--- src/rtl/multicycle_alu.sv ---
// Execute-stage ALU: single-cycle arithmetic/logic/compare/lui, with
// iterative shifts at SHIFT_STEP bits per cycle. Busy stalls the pipe.
//
// Ports:
//   clk      in   rising-edge clock
//   rst      in   asynchronous active-low reset
//   InValid  in   operation presented this cycle
//   InReady  out  block can accept (= !Busy)
//   Select   in   4-bit op code from ALU control
//   A, B     in   operands; B[4:0] is the shift amount
//   Flush    in   synchronous abort
//   Result   out  registered result
//   Zero     out  registered (Result == 0)
//   OutValid out  one-cycle pulse marking a new Result
//   Busy     out  iterative shift in progress
module multicycle_alu #(
    parameter int WIDTH      = 32,
    parameter int SHIFT_STEP = 1
) (
    input  logic             clk,
    input  logic             rst,
    input  logic             InValid,
    output logic             InReady,
    input  logic [3:0]       Select,
    input  logic [WIDTH-1:0] A,
    input  logic [WIDTH-1:0] B,
    input  logic             Flush,
    output logic [WIDTH-1:0] Result,
    output logic             Zero,
    output logic             OutValid,
    output logic             Busy
);

    generate
        if (WIDTH != 32 ||
            !(SHIFT_STEP == 1 || SHIFT_STEP == 2 ||
              SHIFT_STEP == 4 || SHIFT_STEP == 8 ||
              SHIFT_STEP == 16 || SHIFT_STEP == 32)) begin : g_bad_params
            $error("multicycle_alu: unsupported WIDTH or SHIFT_STEP");
        end
    endgenerate

    typedef enum logic {
        IDLE  = 1'b0,
        SHIFT = 1'b1
    } state_t;

    // Shift kinds, taken from Select[1:0] of the shift codes.
    localparam logic [1:0] SK_SLL = 2'b00;
    localparam logic [1:0] SK_SRL = 2'b01;
    localparam logic [1:0] SK_SRA = 2'b10;

    localparam logic [5:0] STEP = 6'(SHIFT_STEP);

    state_t           state_q;
    logic [WIDTH-1:0] result_q;
    logic             zero_q;
    logic             outvalid_q;
    logic [WIDTH-1:0] work_q;
    logic [5:0]       rem_q;
    logic [1:0]       kind_q;

    logic [WIDTH-1:0] alu_d;
    logic [WIDTH-1:0] shift_d;
    logic [5:0]       step_amt;
    logic [4:0]       shamt;
    logic             is_shift;
    logic             accept;
    logic             slt_lt;
    logic             sltu_lt;

    assign Busy     = (state_q == SHIFT);
    assign InReady  = !Busy;
    assign Result   = result_q;
    assign Zero     = zero_q;
    assign OutValid = outvalid_q;

    assign shamt    = B[4:0];
    assign accept   = InValid && InReady && !Flush;
    assign is_shift = (Select == 4'b1000) ||
                      (Select == 4'b1001) ||
                      (Select == 4'b1010);
    assign slt_lt   = $signed(A) < $signed(B);
    assign sltu_lt  = A < B;

    // Single-cycle result. A zero-length shift returns A directly.
    always_comb begin
        alu_d = '0;
        unique case (Select)
            4'b0000: alu_d = A + B;
            4'b0001: alu_d = A - B;
            4'b0011: alu_d = B;
            4'b0100: alu_d = A | B;
            4'b0101: alu_d = A & B;
            4'b0111: alu_d = A ^ B;
            4'b1101: alu_d = {{(WIDTH-1){1'b0}}, slt_lt};
            4'b1111: alu_d = {{(WIDTH-1){1'b0}}, sltu_lt};
            4'b1000: alu_d = A;
            4'b1001: alu_d = A;
            4'b1010: alu_d = A;
            default: alu_d = '0;
        endcase
    end

    // One iteration: shift by min(remaining, SHIFT_STEP).
    assign step_amt = (rem_q > STEP) ? STEP : rem_q;

    always_comb begin
        shift_d = work_q;
        unique case (kind_q)
            SK_SLL:  shift_d = work_q << step_amt;
            SK_SRL:  shift_d = work_q >> step_amt;
            SK_SRA:  shift_d = $signed(work_q) >>> step_amt;
            default: shift_d = work_q;
        endcase
    end

    always_ff @(posedge clk or negedge rst) begin
        if (!rst) begin
            state_q    <= IDLE;
            result_q   <= '0;
            zero_q     <= 1'b1;
            outvalid_q <= 1'b0;
            work_q     <= '0;
            rem_q      <= '0;
            kind_q     <= SK_SLL;
        end else begin
            outvalid_q <= 1'b0;
            unique case (state_q)
                IDLE: begin
                    if (accept) begin
                        if (is_shift && shamt != 5'd0) begin
                            state_q <= SHIFT;
                            work_q  <= A;
                            rem_q   <= {1'b0, shamt};
                            kind_q  <= Select[1:0];
                        end else begin
                            result_q   <= alu_d;
                            zero_q     <= (alu_d == '0);
                            outvalid_q <= 1'b1;
                        end
                    end
                end
                SHIFT: begin
                    if (Flush) begin
                        // Abort: drop the shift, keep the old Result.
                        state_q <= IDLE;
                        rem_q   <= '0;
                    end else begin
                        work_q <= shift_d;
                        rem_q  <= rem_q - step_amt;
                        if (rem_q == step_amt) begin
                            state_q    <= IDLE;
                            result_q   <= shift_d;
                            zero_q     <= (shift_d == '0);
                            outvalid_q <= 1'b1;
                        end
                    end
                end
                default: state_q <= IDLE;
            endcase
        end
    end

endmodule

--- config.mk ---
export PLATFORM = sky130hd
export DESIGN_NAME = multicycle_alu
export DESIGN_NICKNAME = d
export VERILOG_FILES = /design/src/rtl/multicycle_alu.sv
export SDC_FILE = /design/constraint.sdc
export NUM_CORES = 1
export LEC_CHECK = 0
export BUFFER_PORTS_ARGS = -buffer_cell sky130_fd_sc_hd__buf_4
export CORE_ASPECT_RATIO = 0.8
export CORE_MARGIN = 1
export CORE_UTILIZATION = 45
export DETAILED_ROUTE_END_ITERATION = 6
export PLACE_DENSITY = 0.63
export RECOVER_POWER = 100
export SYNTH_ARGS = -nofsm -noshare
export SYNTH_HDL_FRONTEND = slang
export SYNTH_SLANG_ARGS = --single-unit
--- constraint.sdc ---
create_clock -name clk -period 6.7 [get_ports clk]
set_input_delay 0.335 -clock clk [delete_from_list [all_inputs] [get_ports clk]]
set_output_delay 0.335 -clock clk [all_outputs]
set_load 0.1 [all_outputs]
* Word-level counts from Yosys, hierarchy flattened
Index checks and enable logic that the tools add are counted.
** Word-level totals
- Input port bits :: 72
- Word-level logic and storage cells :: 86
- Output and inout bits :: 36
- Register bits after elaboration :: 75
** Cells by class
- Shifts and indexed selects :: 3
- Mux-type cells :: 31
- Add/subtract/negate cells :: 3
- $lt $le $gt $ge :: 3
- Bitwise logic cells :: 4
- Reduce and logical (&&, ||, !) cells :: 17
- Equality and inequality tests :: 18
** Operators by type and width (count)
- 32-bit one-hot mux with 9 select lines :: 1
- 32-bit two-way mux :: 7
- 32-bit one-hot mux with 2 select lines :: 2
- 32-bit one-hot mux with 3 select lines :: 1
- 32-bit zero test :: 2
- 32-bit less-than comparator :: 2
- 32-bit adder :: 1
- 32-bit AND :: 1
- 32-bit bitwise OR :: 1
- 32-bit by 6-bit left shift with 32-bit output :: 1
- 32-bit by 6-bit right shift with 32-bit output :: 1
- 32-bit by 6-bit >>> shifter with 32-bit output :: 1
- 32-bit subtractor :: 1
- 32-bit XOR :: 1
- 6-bit two-way mux :: 4
- 4-bit == test (second input constant) :: 5
- 4-bit by 3-bit == test with 1-bit output (second input constant) :: 3
- 1-bit two-way mux :: 12
- 6-bit one-hot mux with 2 select lines :: 1
- 2-bit inequality test (second input constant) :: 4
- 6-bit == test :: 1
- 6-bit by 1-bit greater-than comparator with 1-bit output (second input constant) :: 1
- 1-bit one-hot mux with 2 select lines :: 3
- 3-bit AND reduction :: 2
- 16 further kinds :: 20

* Depth between registers and ports, before layout
- Depth after elaboration :: 8
- Mapped depth :: 15

* Worst setup path after synthesis
Ideal clock, no wire load.
- Path kind :: input to register
- From :: input port A[0]
- To :: register zero_q (netlist: Zero)
- Setup slack :: 3.180 ns
- Cell stages on the path :: 13
- Arrival time :: 3.448 ns
- Library setup time :: 0.072 ns
- Buffers on the path :: 0
- Data required time :: 6.628 ns
- Cells stage by stage :: ha_1 > fa_1 > a21o_1 > a311o_1 > a22o_1 > a31o_1 > o31ai_1 > a31oi_1 > xor2_1 > a221oi_1 > nand4_1 > or4_1 > o21ai_1
** On the way
- Cells in the longest elaborated chain, start to end :: 6
** Ends and longest elaborated chain
- start, declared :: line 25 : input logic [WIDTH-1:0] A,
- 32-bit subtractor, or another cell as far along :: line 91 : 4'b0001: alu_d = A - B;
- 32-bit one-hot mux with 9 select lines (*) :: line 89 : unique case (Select)
- 32-bit zero test (*) :: line 139 : zero_q <= (alu_d == '0);
- 1-bit two-way mux (*) :: line 132 : if (is_shift && shamt != 5'd0) begin
- 1-bit two-way mux (*) :: line 131 : if (accept) begin
- 1-bit one-hot mux with 2 select lines (*) :: line 129 : unique case (state_q)
- end signal, assigned :: line 139
- end signal, assigned :: line 155 : zero_q <= (shift_d == '0);
- end, declared :: line 57 : logic zero_q;
Mark *: on every way between the ends. The rest lies on a longest branch, timed or not. The select of a mux whose other input is x is not followed.
A chain may end at the register's enable or synchronous reset.

* Final worst setup path
- From :: register state_q (netlist: Busy)
- To :: register work_q[11]
** On the way
- Cells in the longest elaborated chain, start to end :: 5
** Ends and longest elaborated chain
- start, declared :: line 55 : state_t state_q;
- start signal, assigned :: line 120 : state_q <= IDLE;
- start signal, assigned :: line 133 : state_q <= SHIFT;
- start signal, assigned :: line 147 : state_q <= IDLE;
- 1-bit zero test :: line 73 : assign InReady = !Busy;
- 1-bit logical AND (2 in a row) :: line 79 : assign accept = InValid && InReady && !Flush;
- 2-bit inequality test (no source line)
- 3-bit AND reduction (no source line)
- end signal, assigned :: line 150 : work_q <= shift_d;
- end, declared :: line 59 : logic [WIDTH-1:0] work_q;
Several ways; a longest one is shown, not always the timed one.

==> flow_summary_export.csv <==
group,metric,value,unit
run_status,run_status,"finished, violations left",
run_status,failed_checks,"DRC, capacitance limit, slew limit",
cells_and_area,finish.net_count,1690,
power_and_ir_drop,cellLeakagePower,5.09,nW
global_routing,total_routing_usage_reported_by_global_routing,33.9,%
cells_and_area,layout-drive-gt1-share,9.20,%
yosys,syn_avg_cell_area,7.03,um^2
yosys,ys_async_sr_fraction,100,%
yosys,syn_nets,1666,
sta,layout_min_cycle_time,5.01,ns
yosys,synth_enable_flop_cells,0,
sta,layout_worst_path_cycle_share,74.7,%
yosys,yosys_most_used_dff,"dfrtp_1",
global_routing,grt_util_met1,50.3,%
die,core_area,22700,um^2
clock_network,post_cts.repair.setup_buffers,0,
power_and_ir_drop,combinationalPowerShare,59.2,%
cells_and_area,layout.cells.most_common,"o21ai_0",
worst_setup_path,cp_data_arrival_time,5.16,ns
global_routing,global_route_hottest_layer,"met1",
sta,slew-limit-headroom,-115,%
worst_setup_path,sum_of_buffers_and_inverters_on_the_critical_path,1,
global_routing,grt_pass1_vias,10600,
worst_setup_path,critical_path_required,6.86,ns
route,vias_per_cell,6.46,
global_routing,pin_count_of_the_biggest_net_entering_global_routing,81,
place,sum_of_net_half_perimeters_after_detailed_placement,31500,um
yosys,ys_seq_elements,75,
power_and_ir_drop,cellPowerDensity,280,nW/um^2
place,placedCellCount,1812,
route,detail_route.drc_violations,1,
cells_and_area,layout-area-overhead-vs-synth,10.0,%
die,ioPinCount,108,
die,die_h,139,um
die,die_w,173,um
clock_network,clk_pin_slew,0.06,ns
clock_network,cts-buffers-inserted,9,
place,port-buffer-count,107,
clock_network,clock_insertion_delay_worst_skew,0.34,ns
yosys,synth_area,10500,um^2
power_and_ir_drop,clock_power_share,16.5,%
die,fp.dieArea,24000,um^2
worst_setup_path,setup.worst_path.class,"reg2reg",
worst_setup_path,crit_path_top_delay_cell,"clkbuf_1",
yosys,ys_types,84,
sta,worst-slew-pin-transition,3.22,ns
yosys,ys_warn_count,0,
route,firstDrtPassIters,7,
route,final_antenna_net_count,0,
power_and_ir_drop,cell_internal_pwr,1.50,mW
sta,timing.clock.skew,0.0119,ns
route,dr_total_vias,11800,
route,initialDrtViolationCount,1593,
die,floorplan.initialDensity,46.3,%
power_and_ir_drop,vdd.ir_drop.worst,0.237,mV
sta,grt_setup_unrepaired,"no",
sta,timing_hold_violations_final,0,
hold_path,hp-class,"in2reg",
worst_setup_path,end_kind,"flip-flop",
global_routing,grt_antenna_before_repair,2,
power_and_ir_drop,power.share.switching,53.7,%
sta,final-max-slew-violation-count,220,
power_and_ir_drop,p_seq_share,24.3,%
sta,setup_tns,0,ns
global_routing,global_route.overflow_total,0,
global_routing,grt_first_pass_wirelength,64100,um
yosys,ys_seq_area_share,17.9,%
sta,maxClockFrequency,200,MHz
clock_network,cts_max_path_buffers,2,
global_routing,grt_util_met2,49.5,%
global_routing,grt_util_met3,6.44,%
worst_setup_path,critPathMaxStageDelay,2.32,ns
worst_setup_path,worst_path_top_cell_family_by_delay,"buffers and inverters",
job,timing.max_cap.violations,4,
route,routed_wire_length_per_instance,22.9,um
yosys,post_synth_inst_count,1494,
power_and_ir_drop,total_switching_power,1.74,mW
worst_setup_path,worst-path-max-fanout,80,
clock_network,tritoncts_num_sinks,75,
worst_setup_path,path_cells,"clkbuf_1 > nand2b_1 > and2_2 > nand2_1 > o21ai_0",
route,drt_wl_total,41800,um
clock_network,cts_root_buffer,"clkbuf_16",
place,gp_congestion,0.982,
clock_network,cts-htree-levels,3,
die,fp-row-count,49,
sta,setup-violations-final,0,
worst_setup_path,worst_setup_path_start_kind,"flip-flop",
clock_network,cts_tree,"yes",
cells_and_area,mostFrequentLayoutCells,"196 x o21ai_0, 189 x nand2_1, 126 x a21oi_1",
cells_and_area,layout.cells.non_filler,1829,
[layout make-up]
type                    count  area [um^2]
clock buffers              10          239
flip-flops and latches     75         1880
inverters                 108          405
repair buffers            123          779
multi-input cells        1201         7790
fillers                  2303        11100
well taps                 306          383
clock inverters             5         77.6
diodes                      1         2.50
[final timing paths]
| kind | cells past startpoint | slack [ns] | start | end |
|---|---|---|---|---|
| setup reg to reg | 5 | 1.69 | Busy | work_q[11] |
| hold reg to reg | 2 | 0.48 | Result[19] | Result[19] |
| min in group asynchronous | 2 | 1.16 | rst | Result[6] |
| setup / recovery | 5 | 1.69 | Busy | work_q[11] |
| max in group asynchronous | 3 | 2.45 | rst | kind_q[0] |
| hold / removal | 2 | 0.25 | Flush | rem_q[1] |
[stage by stage]
step / utilization [%] / setup WS [ns] / total power, mW / cell area [um^2] / hold slack (ns)
6_report: 50.9 / 1.69 / 3.23 / 11600 / 0.246
5_1_grt: 50.9 / 1.18 / 3.43 / 11600 / 0.247
4_1_cts: 51.6 / 2.59 / 3.24 / 11700 / 0.241
3_5_place_dp: 50.1 / 2.26 / 2.70 / 11400 / 0.336
3_3_place_gp: 50.1 / 2.21 / 2.68 / 11400 / 0.339
2_1_floorplan: - / 3.18 / 2.16 / 10500 / 0.0394
[worst reg2reg max path: cells and delay by family (launching register included)]
family,cells,cell delay [ns]
flops,1,0.81
buf+inv,1,2.32
compound gates,1,0.11
simple gates,3,1.59
[per-layer routing]
metal | share of wire [%] | wire length [um]
met2 | 41 | 17200
met4 | 3.1 | 1280
met3 | 9.8 | 4080
met1 | 46 | 19300
met5 | 0.033 | 14
[timing repair]
item	4_1_cts	5_1_grt
gates resized for setup	0	0
hold endpoints to repair	26	0
endpoints found under the setup margin	0	0
hold buffers	1	0
[Yosys cell counts, types with 5 or more instances]
library cell	instances	area [um^2]
a21o_1	16	120
buf_1	11	41.3
a211oi_1	13	97.6
o311ai_0	5	43.8
o22ai_1	21	131
or4_1	6	45.0
ha_1	98	1230
nand2b_1	14	87.6
mux2i_1	43	430
a21oi_1	126	631
or3_1	8	50.1
clkbuf_1	84	315
buf_2	10	50.1
nor2_1	100	375
nand3_1	19	95.1
and3_1	7	43.8
a2111oi_0	7	61.3
a31oi_1	12	75.1
nor3_1	33	165
dfrtp_1	74	1850
and2_1	6	37.5
or2_2	5	31.3
o21ai_0	195	976
a221oi_1	8	70.1
a221o_1	15	150
inv_1	104	390
o21a_1	7	52.6
xnor2_1	14	123
a22o_1	23	201
xor2_1	6	52.6
o221ai_1	14	123
nand4_1	21	131
nor2b_1	13	81.3
nor4_1	18	113
o31ai_1	15	113
o21bai_1	10	75.1
o211ai_1	21	158
a22oi_1	7	52.6
a21bo_2	6	60.1
nand2_1	189	709
[cells by family after synthesis]
group / Yosys count / synth area share [%]
XOR/XNOR: 20 / 1.67
AO/OA/AOI/OAI: 574 / 35.3
AND/OR/NAND/NOR: 460 / 20.4
buffers and inverters: 218 / 8.13
flip-flops: 75 / 17.9
adder cells (fa/ha/maj): 100 / 12.1
multiplexers: 47 / 4.53
[power by group through the flow]
stage	sequential (mW)	combinational, mW	clock (mW)
3_5_place_dp	0.784	1.91	0
6_report	0.784	1.91	0.534
4_1_cts	0.779	1.92	0.541
3_3_place_gp	0.782	1.90	0
5_1_grt	0.808	2.07	0.558
2_1_floorplan	1.09	1.07	0
[sequential cells by signal, indices dropped and copies added (netlist names)]
register  cells
Busy          1
OutValid      1
Result       32
Zero          1
kind_q        2
rem_q         6
work_q       32
Note: power is estimated with default switching activity, not from simulation.
